[src/rtl/sm4_encryptor_pkg.sv]
// Shared types for the SM4 request/response path: FSM states, mode encodings, block type.
// Latency: n/a. Backpressure: n/a.
package sm4_encryptor_pkg;

  localparam int BLK_W = 128;

  typedef logic [BLK_W-1:0] blk_t;

  typedef enum logic [1:0] {
    eIdle  = 2'd0,
    eIssue = 2'd1,
    eWait  = 2'd2,
    eOut   = 2'd3
  } state_e;

  localparam logic ENCODE_C = 1'b0;
  localparam logic DECODE_C = 1'b1;

  // Chaining XOR with an ECB bypass.
  function automatic blk_t cbc_xor(input blk_t a, input blk_t b, input logic bypass);
    return bypass ? a : (a ^ b);
  endfunction

endpackage

[src/rtl/sm4_cbc_requester.sv]
// Host-side CBC wrapper around the sm4_encryptor v/ready request and v/yumi response channels.
// Latency: accept at T -> core_v_o at T+1; v_o one cycle after the core response. One block in flight.
// Backpressure: ready_o low while a block is in flight or flush_i is high; result held until yumi_i.
// Optional SM4_CBC_ECB_EN adds ecb_i to bypass chaining per block.
module sm4_cbc_requester
  import sm4_encryptor_pkg::*;
#(
  parameter int BLK_WIDTH_P = 128,
  parameter int CNT_WIDTH_P = 16
) (
  input  logic                   clk_i,
  input  logic                   reset_n_i,

  input  logic                   v_i,
  output logic                   ready_o,
  input  logic [BLK_WIDTH_P-1:0] data_i,
  input  logic [BLK_WIDTH_P-1:0] key_i,
  input  logic                   decrypt_i,
  input  logic                   first_i,
  input  logic [BLK_WIDTH_P-1:0] iv_i,
  input  logic                   flush_i,
`ifdef SM4_CBC_ECB_EN
  input  logic                   ecb_i,
`endif

  output logic                   v_o,
  output logic [BLK_WIDTH_P-1:0] data_o,
  input  logic                   yumi_i,
  output logic [CNT_WIDTH_P-1:0] blocks_o,

  output logic                   core_v_o,
  input  logic                   core_ready_i,
  output logic [BLK_WIDTH_P-1:0] core_content_o,
  output logic [BLK_WIDTH_P-1:0] core_key_o,
  output logic                   core_encode_or_decode_o,
  input  logic                   core_v_i,
  output logic                   core_yumi_o,
  input  logic [BLK_WIDTH_P-1:0] core_crypt_i,
  output logic                   core_invalid_cache_o
);

  if (BLK_WIDTH_P != 128) begin : g_bad_width
    $error("sm4_cbc_requester: BLK_WIDTH_P must be 128");
  end

  state_e                 state_r;
  logic                   ready_r;
  logic                   core_v_r;
  logic                   v_r;
  logic                   mode_r;
  logic [BLK_WIDTH_P-1:0] key_r;
  logic [BLK_WIDTH_P-1:0] data_r;
  logic [BLK_WIDTH_P-1:0] content_r;
  logic [BLK_WIDTH_P-1:0] chain_r;
  logic [BLK_WIDTH_P-1:0] out_r;
  logic [CNT_WIDTH_P-1:0] blocks_r;

  logic                   ecb_in;
  logic                   ecb_cur;
  logic [BLK_WIDTH_P-1:0] chain_use;
  logic                   accept;

`ifdef SM4_CBC_ECB_EN
  logic ecb_r;

  always_ff @(posedge clk_i or negedge reset_n_i) begin
    if (!reset_n_i) begin
      ecb_r <= 1'b0;
    end else if (accept) begin
      ecb_r <= ecb_i;
    end
  end

  assign ecb_in  = ecb_i;
  assign ecb_cur = ecb_r;
`else
  assign ecb_in  = 1'b0;
  assign ecb_cur = 1'b0;
`endif

  // A new chain starts from iv_i; otherwise continue from the last ciphertext.
  assign chain_use = first_i ? iv_i : chain_r;
  assign accept    = (state_r == eIdle) && v_i && !flush_i;

  always_ff @(posedge clk_i or negedge reset_n_i) begin
    if (!reset_n_i) begin
      state_r   <= eIdle;
      ready_r   <= 1'b1;
      core_v_r  <= 1'b0;
      v_r       <= 1'b0;
      mode_r    <= ENCODE_C;
      key_r     <= '0;
      data_r    <= '0;
      content_r <= '0;
      chain_r   <= '0;
      out_r     <= '0;
      blocks_r  <= '0;
    end else begin
      case (state_r)
        eIdle: begin
          if (accept) begin
            key_r     <= key_i;
            mode_r    <= decrypt_i ? DECODE_C : ENCODE_C;
            data_r    <= data_i;
            content_r <= decrypt_i ? data_i : cbc_xor(data_i, chain_use, ecb_in);
            if (!ecb_in) begin
              chain_r <= chain_use;
            end
            ready_r   <= 1'b0;
            core_v_r  <= 1'b1;
            state_r   <= eIssue;
          end
        end
        eIssue: begin
          if (core_ready_i) begin
            core_v_r <= 1'b0;
            state_r  <= eWait;
          end
        end
        eWait: begin
          if (core_v_i) begin
            if (mode_r == ENCODE_C) begin
              out_r <= core_crypt_i;
              if (!ecb_cur) begin
                chain_r <= core_crypt_i;
              end
            end else begin
              // Decrypt chains on the received ciphertext, not on the core output.
              out_r <= cbc_xor(core_crypt_i, chain_r, ecb_cur);
              if (!ecb_cur) begin
                chain_r <= data_r;
              end
            end
            v_r     <= 1'b1;
            state_r <= eOut;
          end
        end
        eOut: begin
          if (yumi_i) begin
            v_r      <= 1'b0;
            ready_r  <= 1'b1;
            blocks_r <= blocks_r + 1'b1;
            state_r  <= eIdle;
          end
        end
        default: begin
          state_r  <= eIdle;
          ready_r  <= 1'b1;
          core_v_r <= 1'b0;
          v_r      <= 1'b0;
        end
      endcase
    end
  end

  // flush_i wins over a pending block and only takes effect while idle.
  assign ready_o                 = ready_r & ~flush_i;
  assign core_invalid_cache_o    = (state_r == eIdle) & flush_i;
  assign core_yumi_o             = (state_r == eWait) & core_v_i;

  assign v_o                     = v_r;
  assign data_o                  = out_r;
  assign blocks_o                = blocks_r;
  assign core_v_o                = core_v_r;
  assign core_content_o          = content_r;
  assign core_key_o              = key_r;
  assign core_encode_or_decode_o = mode_r;

endmodule

[config.mk]
export PLATFORM = sky130hd
export DESIGN_NAME = sm4_cbc_requester
export DESIGN_NICKNAME = d
export VERILOG_FILES = /design/src/rtl/sm4_encryptor_pkg.sv /design/src/rtl/sm4_cbc_requester.sv
export SDC_FILE = /design/constraint.sdc
export NUM_CORES = 1
export LEC_CHECK = 0
export BUFFER_PORTS_ARGS = -buffer_cell sky130_fd_sc_hd__clkbuf_2
export CAP_MARGIN = 20
export CORE_AREA = 2 2 360 362
export CTS_BUF_LIST = sky130_fd_sc_hd__clkbuf_8
export DETAILED_ROUTE_END_ITERATION = 8
export DIE_AREA = 0 0 362 364
export HOLD_SLACK_MARGIN = 0.1
export PLACE_DENSITY = 0.49
export SLEW_MARGIN = 20
export SYNTH_ARGS = -nofsm -noshare
export SYNTH_HDL_FRONTEND = slang
export SYNTH_SLANG_ARGS = --single-unit
[constraint.sdc]
create_clock -name clk_i -period 2.31 [get_ports clk_i]
set_input_delay 0.231 -clock clk_i [delete_from_list [all_inputs] [get_ports clk_i]]
set_output_delay 0.231 -clock clk_i [all_outputs]
set_load 0.005 [all_outputs]
# == After elaboration in Yosys (flattened, before gate mapping) ==
# Cells that the tools add are included.
# totals
regBits,662
latchBits,0
ramBits,0
rom_bits,0
inputBits,521
out_inout_bits,406
memories,0
# op_classes
addsub,1
mul,0
n_div,0
order_cmp,0
eq_ne,7
shifts,0
mux,22
bitwise_logic,6
reduce_logical,16
# ops
cell,n
$mux W128,6
$pmux W128 S2,1
$xor A128 B128 Y128,2
$add A16 B1 Y16 const B,1
$reduce_and A3 Y1,4
$mux W2,4
$ne A2 B2 Y1 const B,4
$pmux W2 S4,1
$reduce_bool A2 Y1,4
$mux W1,7
$pmux W1 S2,3
$reduce_and A2 Y1,3
$eq A2 B2 Y1 const B,2
$reduce_and A4 Y1,1
$and A1 B1 Y1,3
$eq A2 B1 Y1 const B,1
$logic_and A1 B1 Y1,2
$logic_not A2 Y1,1
$logic_not A1 Y1,1
$not A1 Y1,1

# == Logic depth before layout (Yosys ltp) ==
# logic_depth
depth_word,5
mapped_depth,9

# == Worst setup path after synthesis ==
# Ideal clock, no wire load.
# synth_timing
path_type,flip-flop to flip-flop
from,reg state_r[0]
to,reg chain_r[100]
setup_time_ns,0.125
arrival_time_ns,1.670
required_ns,2.185
setup_slack_ns,0.515
path_stages_with_launch,10
n_path_buf,3
path_cell_list,dfrtp_1 inv_1 ha_1 buf_4 inv_2 a2bb2oi_2 o21ai_2 buf_6 buf_6 mux2_4
# synth_between
elab_chain_len,5
word_cells_on_any_way,9
cone_classes,eq/ne (3); mux (1); reduce/logical (5)
# synth_rtl
item,line_no,text
from (decl),sm4_cbc_requester.sv:46,state_e state_r;
from (signal assigned),sm4_cbc_requester.sv:87,state_r <= eIdle;
from (signal assigned),sm4_cbc_requester.sv:111,state_r <= eIssue;
from (signal assigned),sm4_cbc_requester.sv:117,state_r <= eWait;
$logic_not A2 Y1,"sm4_cbc_requester.sv:83, sm4_cbc_requester.sv:99",
$logic_and A1 B1 Y1 (2 in series),sm4_cbc_requester.sv:83,assign accept = (state_r == eIdle) && v_i && !flush_i;
$ne A2 B2 Y1 (no line),-,
$reduce_and A3 Y1 (no line),-,
to (signal assigned),sm4_cbc_requester.sv:107,chain_r <= chain_use;
to (signal assigned),sm4_cbc_requester.sv:125,chain_r <= core_crypt_i;
to (signal assigned),sm4_cbc_requester.sv:131,chain_r <= data_r;
to (decl),sm4_cbc_requester.sv:54,logic [BLK_WIDTH_P-1:0] chain_r;
# Parallel ways exist; a longest one is shown, timed or not.
# A chain may end at the register's enable or synchronous reset.

# == Worst setup path in the final report ==
# layout_timing
from,reg state_r[1]
to,reg data_r[118]
# layout_between
elab_chain_len,4
# layout_rtl
item,line_no,text
$logic_not A2 Y1 (*),"sm4_cbc_requester.sv:83, sm4_cbc_requester.sv:99",
$logic_and A1 B1 Y1 (2 in series),sm4_cbc_requester.sv:83,
$reduce_and A2 Y1 (no line) (*),-,
to (signal assigned),sm4_cbc_requester.sv:104,data_r <= data_i;
to (decl),sm4_cbc_requester.sv:52,logic [BLK_WIDTH_P-1:0] data_r;
# Mark *: on every way between the ends. The rest lies on a longest branch, timed or not.

==> results.json <==
{
  "status": "finished, final reports clean",
  "wl_mm": 124,
  "die_w_um": 362,
  "clkTransAtPathRegs_ns": 0.06,
  "drive_above_1_share_pct": 36.6,
  "ctsRootBufferMaster": "clkbuf_8",
  "synth_flop_cell": "dfrtp_1",
  "hold_start": "first_i",
  "fin_crit_sh_pct": 95.8,
  "cp.arrival_ns": 2.89,
  "synthToLayoutAreaGrowth_pct": 49.9,
  "finalCriticalPeriod_ns": 2.21,
  "synth.avg_cell_area_um2": 12.2,
  "fmax_mhz": 452,
  "postRouteAntennaNets": 0,
  "syn_area_um2": 33100,
  "p_leak_nw": 24.4,
  "detail_route.wl_per_cell_um": 20.1,
  "coreArea_um2": 128000,
  "worst_setup_path_start_kind": "register",
  "synth_fp_nets": 3229,
  "io_pins": 927,
  "cp_max_fo": 13,
  "rsz0062_at_grt": "no",
  "fp-row-count": 132,
  "ys_warn_count": 0,
  "grt_pass1_vias": 28600,
  "vdd_drop_max_mv": 0.625,
  "grt_max_degree": 79,
  "whs_ns": 0.173,
  "clock_skew_ns": 0.0555,
  "routabilityCongestion": 0.829,
  "cts_buffer_depth": 3,
  "post-place-ws_ns": 0.135,
  "cts_made_buffers": 131,
  "r2r_start": "state_r[1]$_DFFE_PN0P_",
  "max-cap-violations": 0,
  "die_y_um": 364,
  "slew-limit-headroom_pct": 57.5,
  "grtUsageTotal_pct": 18.2,
  "synth-async-reset-ratio_pct": 100,
  "htree_num_levels": 4,
  "slew_violations": 0,
  "ys_ff_latch": 662,
  "drtIter0Drc": 1271,
  "hold_violations": 0,
  "grt_overflow_total": 0,
  "setup_tns_ns": 0,
  "worst_pin_slew_ns": 0.633,
  "finalNetCount": 4902,
  "viasPerCell": 4.34,
  "setup_ws_ns": 0.0970,
  "insertion_delay_ns": 0.85,
  "start_util_pct": 25.8,
  "dr_total_vias": 26700,
  "drc_errors": 0,
  "firstDrtPassIters": 6,
  "crit_path_end_kind": "register",
  "crit_required_ns": 2.99,
  "power_density_nw_per_um2": 1240,
  "synth_cells": 2702,
  "regArea_um2": 16600,
  "multi_input_area_um2": 15400,
  "num-fill-cells": 12600,
  "die_area_um2": 132000,
  "numClockSinks": 662,
  "grt_pass1_wl_mm": 182,
  "antenna_found_initial": 8,
  "synth-seq-area-share_pct": 50.1,
  "synth_cell_type_count": 34,
  "path_class": "reg2reg",
  "dp_hpwl_mm": 87.1,
  "min_path_type": "in2reg",
  "synth_edf_count": 0,
  "finalSetupViolations": 0,
  "crit_start": "state_r[1]$_DFFE_PN0P_",
  "numPortBuffers": 926,
  "tritoncts": "done"
}
-- cell usage in the layout, fill, tap and decap left out, drive strengths merged, types with 129 or more instances in the layout --
cell type and count:
a21oi 129, clkbuf 1087, dfrtp 661, dlygate4sd3 660
mux2 387, mux2i 386, nand2 265, nor2 262
o21ai 131, xnor2 134, xor2 137
-- area by class of cell --
class | instances | share of cell area, %
Timing Repair Buffer | 1712 | 25.8
Tap cell | 1675 | 4.23
Antenna cell | 11 | 0.0555
Clock inverter | 66 | 0.951
Clock buffer | 163 | 4.52
Inverter | 5 | 0.0379
Multi-Input combinational cell | 1863 | 31.0
Sequential cell | 662 | 33.4
-- path summary, 6_finish.rpt --
path	to	slack (ns)	cells after the start
worst min register to register	blocks_o[15]$_DFFE_PN0P_	0.47	1
min in group asynchronous	state_r[0]$_DFFE_PN0P_	0.21	3
worst max register to register	data_r[118]$_DFFE_PN0P_	0.1	6
worst min-delay path	core_content_o[88]$_DFFE_PN0P_	0.17	5
worst max-delay path	data_r[118]$_DFFE_PN0P_	0.1	6
max in group asynchronous	data_o[83]$_DFFE_PN0P_	1.53	3
-- flip-flops by register name, summed over array words and instances, names as in the netlist --
name / flops
blocks_o: 16
chain_r: 128
core_content_o: 128
core_encode_or_decode_o: 1
core_key_o: 128
core_v_o: 1
data_o: 128
data_r: 128
ready_r: 1
state_r: 2
v_o: 1
-- logic make-up after synthesis --
group           count (synthesis)  share of synthesized area [%]
mux                           773                           28.5
flops                         662                           50.1
compound gates                264                           4.08
buf+inv                       177                           3.55
xor+xnor                      271                           7.18
fa+ha+maj                       6                          0.227
simple gates                  549                           6.40
-- synthesized netlist by cell type (2+ instances only) --
| cell | n | area [um2] |
|---|---|---|
| a21oi_1 | 129 | 646 |
| and2_1 | 3 | 18.8 |
| and3_1 | 2 | 12.5 |
| buf_1 | 8 | 30.0 |
| buf_2 | 57 | 285 |
| buf_4 | 15 | 113 |
| buf_6 | 51 | 574 |
| clkbuf_1 | 41 | 154 |
| dfrtp_1 | 661 | 16500 |
| ha_1 | 6 | 75.1 |
| inv_1 | 4 | 15.0 |
| mux2_1 | 5 | 56.3 |
| mux2_2 | 62 | 698 |
| mux2_4 | 320 | 4800 |
| mux2i_1 | 386 | 3860 |
| nand2_1 | 265 | 995 |
| nand3_1 | 5 | 25.0 |
| nand4_1 | 4 | 25.0 |
| nor2_1 | 262 | 983 |
| nor3_1 | 2 | 10.0 |
| nor4_1 | 3 | 18.8 |
| o21ai_0 | 130 | 651 |
| xnor2_1 | 134 | 1170 |
| xor2_1 | 137 | 1200 |
-- per-layer routing --
layer  vias to the layer above  share of wire (%)  track usage (%)
li1                      12600                  -                -
met1                     13100                 43             23.0
met2                       791                 47             29.8
met3                       266                5.1             4.14
met4                         0                4.0             7.98
met5                         -                  0                0
-- worst max-delay path, cell delays in order, from the launching register on --
cell and delay, ns:
dfrtp_1 0.44, inv_2 0.12, ha_4 0.19, nand3b_1 0.20, buf_12 0.23, mux2_4 0.30, dlygate4sd3_1 0.57
-- repair_timing --
action | in CTS | in global routing
resized for setup | 4 | 1
endpoints found under the hold margin | 1321 | 0
endpoints found under the setup margin | 3 | 5
pin swaps | 1 | 1
hold buffers | 661 | 0
buffers inserted | 3 | 0
gates cloned | 2 | 0
-- power breakdown --
group          internal (mW)  total [mW]  switching (mW)
combinational           15.0        27.4            12.4
sequential              17.4        21.5            4.06
clock                   6.78        12.5            5.71
total                   39.2        61.4            22.2
-- metrics by stage --
stage / std cells / power (mW) / util, % / cell area (um2)
final: 6157 / 61.4 / 38.6 / 49600
after global routing: 6156 / 65.3 / 38.6 / 49600
after CTS: 6146 / 62.0 / 38.6 / 49600
after detailed placement: 5252 / 47.8 / 31.3 / 40100
after global placement: 5252 / 47.4 / 31.3 / 40100
after floorplan: 2702 / 37.7 / - / 33100
Power figures use the tool's default switching activity.
